**config.mk**
```make
export PLATFORM = sky130hd
export DESIGN_NAME = popcount_frame_accum
export DESIGN_NICKNAME = d
export VERILOG_FILES = /design/src/rtl/popcount_frame_accum.sv
export SDC_FILE = /design/constraint.sdc
export NUM_CORES = 1
export LEC_CHECK = 0
export CAP_MARGIN = 40
export CORE_MARGIN = 2
export CORE_UTILIZATION = 46
export DETAILED_ROUTE_END_ITERATION = 6
export PLACE_DENSITY = 0.78
export SKIP_CTS_REPAIR_TIMING = 1
export SYNTH_ARGS = -nofsm -noshare
export SYNTH_HDL_FRONTEND = slang
export SYNTH_SLANG_ARGS = --single-unit
export TNS_END_PERCENT = 20
```
**constraint.sdc**
```tcl
create_clock -name clk_i -period 3.42 [get_ports clk_i]
set_input_delay 0.513 -clock clk_i [delete_from_list [all_inputs] [get_ports clk_i]]
set_output_delay 0.513 -clock clk_i [all_outputs]
set_load 0.005 [all_outputs]
```
**src/rtl/popcount_frame_accum.sv**
```systemverilog
// rtl/popcount_frame_accum.sv - per-frame set-bit accumulator with valid/ready result port
// Optional POPCOUNT_FRAME_ACCUM_PASSTHRU_EN lets a new word enter while the result is consumed.
module popcount_frame_accum #(
  parameter int width_p     = 8,
  parameter int max_words_p = 16
) (
  input  logic                                      clk_i,
  input  logic                                      reset_n_i,
  input  logic                                      valid_i,
  output logic                                      ready_o,
  input  logic [width_p-1:0]                        data_i,
  input  logic                                      last_i,
  output logic                                      valid_o,
  input  logic                                      ready_i,
  output logic [$clog2(width_p*max_words_p+1)-1:0]  count_o,
  output logic [$clog2(max_words_p+1)-1:0]          words_o,
  output logic                                      overflow_o
);

  localparam int CW = $clog2(width_p*max_words_p+1);
  localparam int WW = $clog2(max_words_p+1);
  localparam int PW = $clog2(width_p+1);
  localparam logic [WW-1:0] MAX_W = WW'(max_words_p);

  typedef enum logic {ACCUM, DONE} state_t;

  state_t          state, state_n;
  logic [CW-1:0]   total, total_n;
  logic [WW-1:0]   words, words_n;
  logic            ovf, ovf_n;
  logic [PW-1:0]   pc;
  logic [WW-1:0]   words_inc;
  logic            at_max;

  always_comb begin
    pc = '0;
    for (int i = 0; i < width_p; i++) begin
      pc = pc + PW'(data_i[i]);
    end
  end

  assign words_inc = words + WW'(1);
  assign at_max    = (words_inc == MAX_W);

  always_ff @(posedge clk_i or negedge reset_n_i) begin
    if (!reset_n_i) begin
      state <= ACCUM;
      total <= '0;
      words <= '0;
      ovf   <= 1'b0;
    end else begin
      state <= state_n;
      total <= total_n;
      words <= words_n;
      ovf   <= ovf_n;
    end
  end

  always_comb begin
    state_n = state;
    total_n = total;
    words_n = words;
    ovf_n   = ovf;
    ready_o = 1'b0;
    valid_o = 1'b0;
    case (state)
      ACCUM: begin
        ready_o = 1'b1;
        if (valid_i) begin
          total_n = total + CW'(pc);
          words_n = words_inc;
          // force-close without last_i marks the frame as truncated
          ovf_n   = at_max && !last_i;
          if (last_i || at_max) state_n = DONE;
        end
      end
      DONE: begin
        valid_o = 1'b1;
`ifdef POPCOUNT_FRAME_ACCUM_PASSTHRU_EN
        ready_o = ready_i;
`endif
        if (ready_i) begin
          state_n = ACCUM;
          total_n = '0;
          words_n = '0;
          ovf_n   = 1'b0;
`ifdef POPCOUNT_FRAME_ACCUM_PASSTHRU_EN
          // word accepted alongside the consume opens the next frame on its own
          if (valid_i) begin
            total_n = CW'(pc);
            words_n = WW'(1);
            ovf_n   = (MAX_W == WW'(1)) && !last_i;
            if (last_i || (MAX_W == WW'(1))) state_n = DONE;
          end
`endif
        end
      end
      default: state_n = ACCUM;
    endcase
  end

  assign count_o    = total;
  assign words_o    = words;
  assign overflow_o = ovf;

endmodule

```
==> results of run 1 <==
## cell type report
type                            count  area [µm²]  share of cell area
Clock inverter                      1        5.00             0.00367
Timing Repair Buffer               30         294               0.216
Clock buffer                        3        22.5              0.0165
Tap cell                           27        33.8              0.0248
Multi-Input combinational cell     72         583               0.428
Sequential cell                    15         375               0.275
Inverter                           13        48.8              0.0358
## power groups by stage
stage / clock network, mW / registers, mW / logic [mW]
6_report: 0.107 / 0.281 / 0.516
2_1_floorplan: 0 / 0.277 / 0.285
3_5_place_dp: 0 / 0.283 / 0.465
5_1_grt: 0.112 / 0.292 / 0.577
4_1_cts: 0.106 / 0.280 / 0.468
3_3_place_gp: 0 / 0.281 / 0.443
## state kept, by name, indices dropped and copies added (netlist names)
signal	flops
overflow_o	1
words_o	5
state	1
count_o	8
## routing by layer
| metal | track usage | share of wire | vias to the layer above |
|---|---|---|---|
| met3 | 0.0380 | 0.032 | 4 |
| met1 | 0.232 | 0.40 | 440 |
| li1 | - | - | 415 |
| met5 | 0 | 0 | - |
| met4 | 0.0541 | 0.016 | 0 |
| met2 | 0.333 | 0.55 | 22 |
## how the worst min path moves through the flow
stage,from,slack (ns),end
4_1_cts,count_o[7],0.50,count_o[7]
3_5_place_dp,overflow_o,0.48,overflow_o
5_1_grt,count_o[7],0.51,count_o[7]
6_report,count_o[7],0.49,count_o[7]
2_1_floorplan,reset_n_i,0.22,count_o[0]
3_3_place_gp,count_o[7],0.46,count_o[7]
## cells in the final DEF (no fill, tap or decap), drive strengths merged
master / instances
nor2: 3
dfrtp: 15
mux2i: 2
o21a: 2
clkdlybuf4s50: 25
clkbuf: 4
fa: 5
o21bai: 1
xor2: 2
and2: 1
o31a: 1
a32o: 1
a21oi: 2
a22o: 2
a211o: 1
o22ai: 1
nand2b: 4
buf: 3
a31oi: 2
nand3: 2
and4: 1
nor2b: 3
o31ai: 2
clkinv: 1
inv: 13
ha: 7
o21ai: 12
nand4b: 1
dlymetal6s2s: 1
o211ai: 2
nand2: 12
## kinds of logic after synthesis
group,count (synthesis)
fa+ha+maj,12
xor+xnor,2
simple gates,27
buf+inv,16
compound gates,29
mux,2
flops,15
## metrics by stage
stage                     utilization  cells  power (mW)  setup TNS, ns  setup slack [ns]
after floorplan                     -    103       0.562              0            0.0360
after global placement          0.648    155       0.724          -1.71            -0.491
after detailed placement        0.648    155       0.748          -2.26            -0.610
after CTS                       0.662    159       0.854         -0.645            -0.307
after global routing            0.674    161       0.981         -0.244            -0.140
final                           0.674    161       0.903        -0.0571           -0.0571
==> metrics.txt, run 1 <==
Max Slew Vio Count 0; switching power roughly 0.35 mW; Worst EP required between 3 and 4 ns; number of cells on the critical path 11; relative slew slack 0.543; Core Footprint approximately 2000 µm²; CP delay by family, top adder cells; Clk pwr share 0.118; Clock transition at path regs 0.09 ns; DP HPWL 1760 µm; share of cells above drive strength 1 0.142; GRT overflow 0; status finished, violations left; WL per Instance 14.1 µm; Tmin final approximately 3.5 ns; PD cells roughly 660 nW/µm²; Hold Fails Final Rpt 0; Filler Cells Inserted approximately 160; Final ANT Viol Nets 0; final setup violation count 1; worst hold path stage count 1; actual slew at the worst max-slew pin approximately 0.68 ns; Synth area leaders dfrtp_1 37%, fa_1 9.9%, ha_1 8.7%; synth warn 0; syn_nets approximately 130; Critical path origin data_i[3]; chip width just over 50 µm; final WL around 2300 µm; crit path capture count_o[6]; CP max stage cell fa_1; final RePlAce weighted congestion 0.799; TritonCTS clock tree built; EDFF count, synth 0; worst setup margin -0.0571 ns; final hold slack a little under 0.5 ns; root buf cell clkbuf_4; cell mode on critical path fa_1; Die Area about 2600 µm²; crit-path max FO 3; clock latency on the worst-skew pair about 0.29 ns; Initial Utilization 0.500; Logic pwr share 0.571; Port Buffer Count 28; failing checks negative setup slack; die height ~50 µm; area leader, netlist dfrtp_1; Seq pwr share 0.311; vias in the first global route ~800; # diodes 0; critical path buffer and inverter count 2; Via-to-Cell Ratio 5.47; XOR/XNOR Fraction of Synth Area 0.0173; placed cell area 1310 µm²; # clock sinks 15; first-pass GRT wire length between 3000 and 4000 µm; Synth Area in Adders 0.186; maximum clock insertion buffer count 2; largest net degree at the start of global routing 16; Cell Chain, Critical Path buf_6, fa_1, inv_2, fa_1, fa_1, fa_2, fa_2, nand2b_4, a21oi_2, o21bai_1, a22o_1; CP Capture Type register; Final Instance Area ~1400 µm²; initial antenna violation count 0; Post-route DRC 0; Startpoint Class primary input; number of CTS-inserted buffers 3; Async SR Flop Fraction 1.00; drt first pass iters 4; CP max stage delay 0.54 ns; R2R depth 9; H-Tree Depth 1; class of the worst hold path reg -> reg; Static Leakage ~0.63 nW; Internal approximately 0.55 mW; Layout Nets 160; critical path data arrival time about 3.7 ns; switch share 0.388; RSZ-0062 raised after global routing yes; fmax roughly 290 MHz; mux contribution to synthesized area 0.0198; area share of and/or/nand/nor cells after synthesis 0.135; total number of vias 881; r2r startpoint count_o[0]; max cap viols 0; Post-Syn Instances a little over 100; Total GRT Usage 0.188; Avg Inst Size Synth 9.82 µm²; cell with the most instances after synthesis dfrtp_1; RR Endpoint count_o[6]; number of DRC markers in iteration 0 13; clk_skew between 0.009 and 0.01 ns; area growth from synthesis to final layout 34.8%; Peak VDD IR approximately 580 µV; # IOs 29; row cnt 16; Primary FF master, synth dfrtp_1; Synth Area in Compound Gates 0.199; main combinational cell family by area after synthesis compound AO/OA/AOI/OAI gates; sequential share of the synthesized area 0.371; R2R Setup Slk 0.38 ns; post-synthesis register bit count 15; Yosys cell types 33; critical path class in -> reg; Post-Syn Area around 1000 µm²; Tcrit/Tclk final 1.02; Synth top area share 0.371; top cells by count, synth 15 x dfrtp_1, 13 x inv_1, 12 x nand2_1, 7 x ha_1, 7 x o21ai_1
Power figures use the tool's default switching activity.
==> inputs of run 2 (changes only) <==
--- a/config.mk
+++ b/config.mk
@@ -9,7 +9,7 @@
 export CORE_MARGIN = 2
 export CORE_UTILIZATION = 46
 export DETAILED_ROUTE_END_ITERATION = 6
-export PLACE_DENSITY = 0.78
+export PLACE_DENSITY = 0.8
 export SKIP_CTS_REPAIR_TIMING = 1
 export SYNTH_ARGS = -nofsm -noshare
 export SYNTH_HDL_FRONTEND = slang
==> metrics.txt, run 2 (synthesis gave the netlist of run 1 again) <==
status finished, violations left; failing checks negative setup slack; relative slew slack 0.545 (+0.00251); Tcrit/Tclk final 1.01 (-0.0108); worst setup margin -0.0203 ns (+0.0368 ns); # clock sinks 15 (unchanged); Via-to-Cell Ratio 5.36 (-2.0%); die height 50.9 µm (unchanged); Worst EP required 3.60 ns (about the same); number of DRC markers in iteration 0 12 (-1); Cells after DPL 155 (unchanged); Final ANT Viol Nets 0 (unchanged); vias in the first global route 863 (+8.3%); final setup violation count 1 (unchanged); Die Area 2590 µm² (unchanged); commonest non-fill, non-tap cell in the layout clkdlybuf4s50_1; Port Buffer Count 28 (unchanged); number of CTS-inserted buffers 3 (unchanged); cell mode on critical path fa_1; clock latency on the worst-skew pair 0.28 ns (about the same); Startpoint Class primary input; share of cells above drive strength 1 0.142 (unchanged); final hold slack 0.490 ns (+0.000935 ns); first-pass GRT wire length 3640 µm (-0.57%); Final Instance Area 1360 µm² (unchanged); chip width 50.9 µm (unchanged); total number of vias 863 (-2.0%); Tmin final 3.44 ns (-0.0368 ns); Max Slew Vio Count 0 (unchanged); actual slew at the worst max-slew pin 0.680 ns (-0.00376 ns); # IOs 29 (unchanged); worst hold path stage count 1 (unchanged); CP max stage delay 0.54 ns (about the same); row cnt 16 (unchanged); drt first pass iters 4 (unchanged); GRT overflow 0 (unchanged); Total GRT Usage 0.186 (-0.00264); Peak VDD IR 425 µV (-26%); critical path data arrival time 3.62 ns (-0.04 ns); H-Tree Depth 1 (unchanged); max cap viols 0 (unchanged); TritonCTS clock tree built; Post-Route Utilization 0.674 (unchanged); root buf cell clkbuf_4; Initial Utilization 0.500 (unchanged); DP HPWL 1670 µm (-5.0%); CP max stage cell fa_1; class of the worst hold path reg -> reg; Clock transition at path regs 0.10 ns (about the same); RSZ-0062 raised after global routing yes; CP Capture Type register; final RePlAce weighted congestion 0.791 (-1.0%); Post-route DRC 0 (unchanged); clk_skew 0.000499 ns (-0.00908 ns); Layout Nets 160 (unchanged); fin cells 161 (unchanged); fmax 291 MHz (+1.1%); Static Leakage 0.625 nW (about the same); crit-path max FO 3 (unchanged); R2R depth 9 (unchanged); largest net degree at the start of global routing 16 (unchanged); Cell Chain, Critical Path buf_6, fa_1, inv_2, fa_1, fa_1, fa_2, fa_2, nand2b_4, a21oi_2, o21bai_1, a22o_1; Hold Fails Final Rpt 0 (unchanged); area growth from synthesis to final layout 34.8% (unchanged); final WL 2210 µm (-2.6%); PD cells 650 nW/µm² (-1.9%); maximum clock insertion buffer count 2 (unchanged); Core Footprint 2020 µm² (unchanged); # diodes 0 (unchanged); WL per Instance 13.8 µm (-2.6%); placed cell area 1310 µm² (unchanged); critical path class in -> reg; max FFs per register 8 (unchanged); most frequent cells in the layout 25 x clkdlybuf4s50_1, 15 x dfrtp_1, 12 x inv_1, 12 x nand2_1; initial antenna violation count 0 (unchanged)
[run 2: cell counts in the layout (fill, tap and decap cells not counted)]
Identical to the previous run, type by type.
[run 2: worst paths after layout]
check	startpoint	to	slack (ns)
min reg2reg	count_o[7]	count_o[7]	0.49
min in group asynchronous	reset_n_i	overflow_o	0.63
max reg2reg	count_o[0]	count_o[6]	0.44
max	data_i[3]	count_o[6]	-0.02
min	count_o[7]	count_o[7]	0.49
max in group asynchronous	reset_n_i	words_o[0]	2.36
[run 2: layout make-up]
class | instances | area (µm²)
multi-input cells | 72 | 583
repair buffers | 30 | 294
flip-flops and latches | 15 | 375
fillers | 171 | 659
well taps | 27 | 33.8
clock buffers | 3 | 22.5
clock inverters | 1 | 5.00
inverters | 13 | 48.8
[run 2: power by group]
| group | leakage (nW) | internal, mW | total (mW) | switching [mW] |
|---|---|---|---|---|
| registers | 0.198 | 0.224 | 0.280 | 0.0566 |
| logic | 0.409 | 0.271 | 0.502 | 0.231 |
| clock network | 0.0177 | 0.0434 | 0.105 | 0.0612 |
| total | 0.625 | 0.538 | 0.886 | 0.349 |
[run 2: routing by layer]
layer	vias up	GRT usage	share of wire
li1	418	-	-
met1	426	0.226	0.41
met2	17	0.331	0.56
met3	2	0.0146	0.024
met4	0	0.0901	0.012
met5	-	0	0
[run 2: worst max-delay path, delay by kind of cell]
family	cells	cell delay [ns]
buf+inv	2	0.13
simple gates	1	0.16
compound gates	3	0.48
fa+ha+maj	5	2.34
[run 2: through the flow]
| stage | total power, mW | TNS [ns] | setup WS (ns) |
|---|---|---|---|
| 6_report | 0.886 | -0.0203 | -0.0203 |
| 3_3_place_gp | 0.721 | -1.71 | -0.492 |
| 5_1_grt | 0.964 | -0.202 | -0.122 |
| 2_1_floorplan | 0.562 | 0 | 0.0360 |
| 4_1_cts | 0.848 | -0.476 | -0.242 |
| 3_5_place_dp | 0.742 | -1.90 | -0.537 |
==> inputs of run 3 (changes only) <==
--- a/config.mk
+++ b/config.mk
@@ -10,7 +10,9 @@
 export CORE_UTILIZATION = 46
 export DETAILED_ROUTE_END_ITERATION = 6
 export PLACE_DENSITY = 0.8
+export RECOVER_POWER = 25
 export SKIP_CTS_REPAIR_TIMING = 1
+export SKIP_LAST_GASP = 1
 export SYNTH_ARGS = -nofsm -noshare
 export SYNTH_HDL_FRONTEND = slang
 export SYNTH_SLANG_ARGS = --single-unit
==> metrics.txt, run 3 (synthesis gave the netlist of run 1 again) <==
Max Slew Vio Count 0 (unchanged); Logic pwr share 0.562 (-0.004); first-pass GRT wire length 3640 µm (unchanged); TritonCTS clock tree built; final WL 2160 µm (-2.3%); Tcrit/Tclk final 1.00 (-0.00109); switch share 0.388 (-0.00593); final hold slack 0.490 ns (-0.00000400 ns); Post-route DRC 0 (unchanged); PD cells 642 nW/µm² (-1.3%); vias in the first global route 863 (unchanged); DP HPWL 1670 µm (unchanged); Post-Route Utilization 0.672 (-0.00186); critical path data arrival time 3.61 ns (about the same); relative slew slack 0.538 (-0.00751); Peak VDD IR 419 µV (-1.3%); share of cells above drive strength 1 0.134 (-0.00746); H-Tree Depth 1 (unchanged); Die Area 2590 µm² (unchanged); critical path class in -> reg; number of DRC markers in iteration 0 11 (-1); crit-path max FO 3 (unchanged); r2r startpoint count_o[0]; Hold Fails Final Rpt 0 (unchanged); largest net degree at the start of global routing 16 (unchanged); row cnt 16 (unchanged); Static Leakage 0.625 nW (about the same); total power 0.873 mW (-1.5%); Seq pwr share 0.320 (+0.004); commonest non-fill, non-tap cell in the layout clkdlybuf4s50_1; initial antenna violation count 0 (unchanged); number of CTS-inserted buffers 3 (unchanged); root buf cell clkbuf_4; CP Capture Type register; RSZ-0062 raised after global routing yes; Clock transition at path regs 0.10 ns (about the same); total number of vias 855 (-0.93%); clk_skew 0.000888 ns (+0.000389 ns); Internal 0.535 mW (-0.56%); clock latency on the worst-skew pair 0.28 ns (about the same); # IOs 29 (unchanged); Startpoint Class primary input; Filler Cells Inserted 172 (+0.58%); worst setup margin -0.0165 ns (+0.00374 ns); Initial Utilization 0.500 (unchanged); chip width 50.9 µm (unchanged); setup tns final -0.0165 ns (+0.00374 ns); placed cell area 1310 µm² (unchanged); die height 50.9 µm (unchanged); # clock sinks 15 (unchanged); worst hold start count_o[7]; # diodes 0 (unchanged); Clk pwr share 0.118 (about the same); Via-to-Cell Ratio 5.31 (-0.93%); fmax 291 MHz (+0.11%); max cap viols 0 (unchanged); maximum clock insertion buffer count 2 (unchanged); Port Buffer Count 28 (unchanged); Total GRT Usage 0.186 (unchanged); failing checks negative setup slack; most frequent cells in the layout 24 x clkdlybuf4s50_1, 15 x dfrtp_1, 12 x inv_1, 12 x nand2_1, 8 x o21ai_1; drt first pass iters 2 (-2); max FFs per register 8 (unchanged); final RePlAce weighted congestion 0.791 (unchanged); Worst EP required 3.60 ns (about the same); Final Instance Area 1360 µm² (-0.28%); switching power 0.338 mW (-3.0%); class of the worst hold path reg -> reg; GRT overflow 0 (unchanged); Tmin final 3.44 ns (-0.00374 ns); actual slew at the worst max-slew pin 0.691 ns (+0.0111 ns); Layout Nets 160 (unchanged); area growth from synthesis to final layout 34.4%; Final ANT Viol Nets 0 (unchanged); Core Footprint 2020 µm² (unchanged); WL per Instance 13.4 µm (-2.3%); final setup violation count 1 (unchanged); status finished, violations left; Critical path origin data_i[3]
==> run 3: cell types whose count changed in the layout (fill, tap and decap cells not counted), sizes merged <==
cell,change
clkdlybuf4s50,-1
dlygate4sd3,+1
==> run 3: worst paths after layout <==
| check | end | slack, ns | cells after the start |
|---|---|---|---|
| max | count_o[6] | -0.02 | 11 |
| min | count_o[7] | 0.49 | 1 |
| max reg2reg | count_o[6] | 0.45 | 9 |
| min reg2reg | count_o[7] | 0.49 | 1 |
| max in group asynchronous | words_o[1] | 2.28 | 1 |
| min in group asynchronous | state | 0.71 | 1 |
==> run 3: worst max-delay path, stage by stage <==
cell and delay, ns:
buf_6 0.09, fa_1 0.54, inv_2 0.04, fa_1 0.53, fa_1 0.45, fa_2 0.41, fa_2 0.41, nand2b_4 0.16
a21oi_2 0.17, o21bai_1 0.08, a22o_1 0.22
==> run 3: cell type report <==
cell class | count | area, µm² | area share
repair buffers | 30 | 294 | 0.216
inverters | 13 | 48.8 | 0.0359
flip-flops and latches | 15 | 375 | 0.276
clock inverters | 1 | 5.00 | 0.00368
well taps | 27 | 33.8 | 0.0249
clock buffers | 3 | 22.5 | 0.0166
multi-input cells | 72 | 579 | 0.426
==> run 3: metal layers <==
| layer | global-route usage | routed length [µm] | up-vias |
|---|---|---|---|
| li1 | - | - | 418 |
| met1 | 0.226 | 903 | 420 |
| met2 | 0.331 | 1180 | 15 |
| met3 | 0.0146 | 48 | 2 |
| met4 | 0.0901 | 27 | 0 |
| met5 | 0 | 0 | - |
==> run 3: through the flow <==
step	setup WS, ns	instances
after CTS	-0.242	159
after floorplan	0.0360	103
after global placement	-0.492	155
final	-0.0165	161
after detailed placement	-0.537	155
after global routing	-0.122	161
==> run 3: power by group through the flow <==
stage / Sequential, mW / Clock (mW) / Combinational, mW
floorplan: 0.277 / 0 / 0.285
global placement: 0.280 / 0 / 0.441
detailed placement: 0.283 / 0 / 0.459
CTS: 0.280 / 0.106 / 0.462
global route: 0.288 / 0.112 / 0.553
finish: 0.279 / 0.103 / 0.490
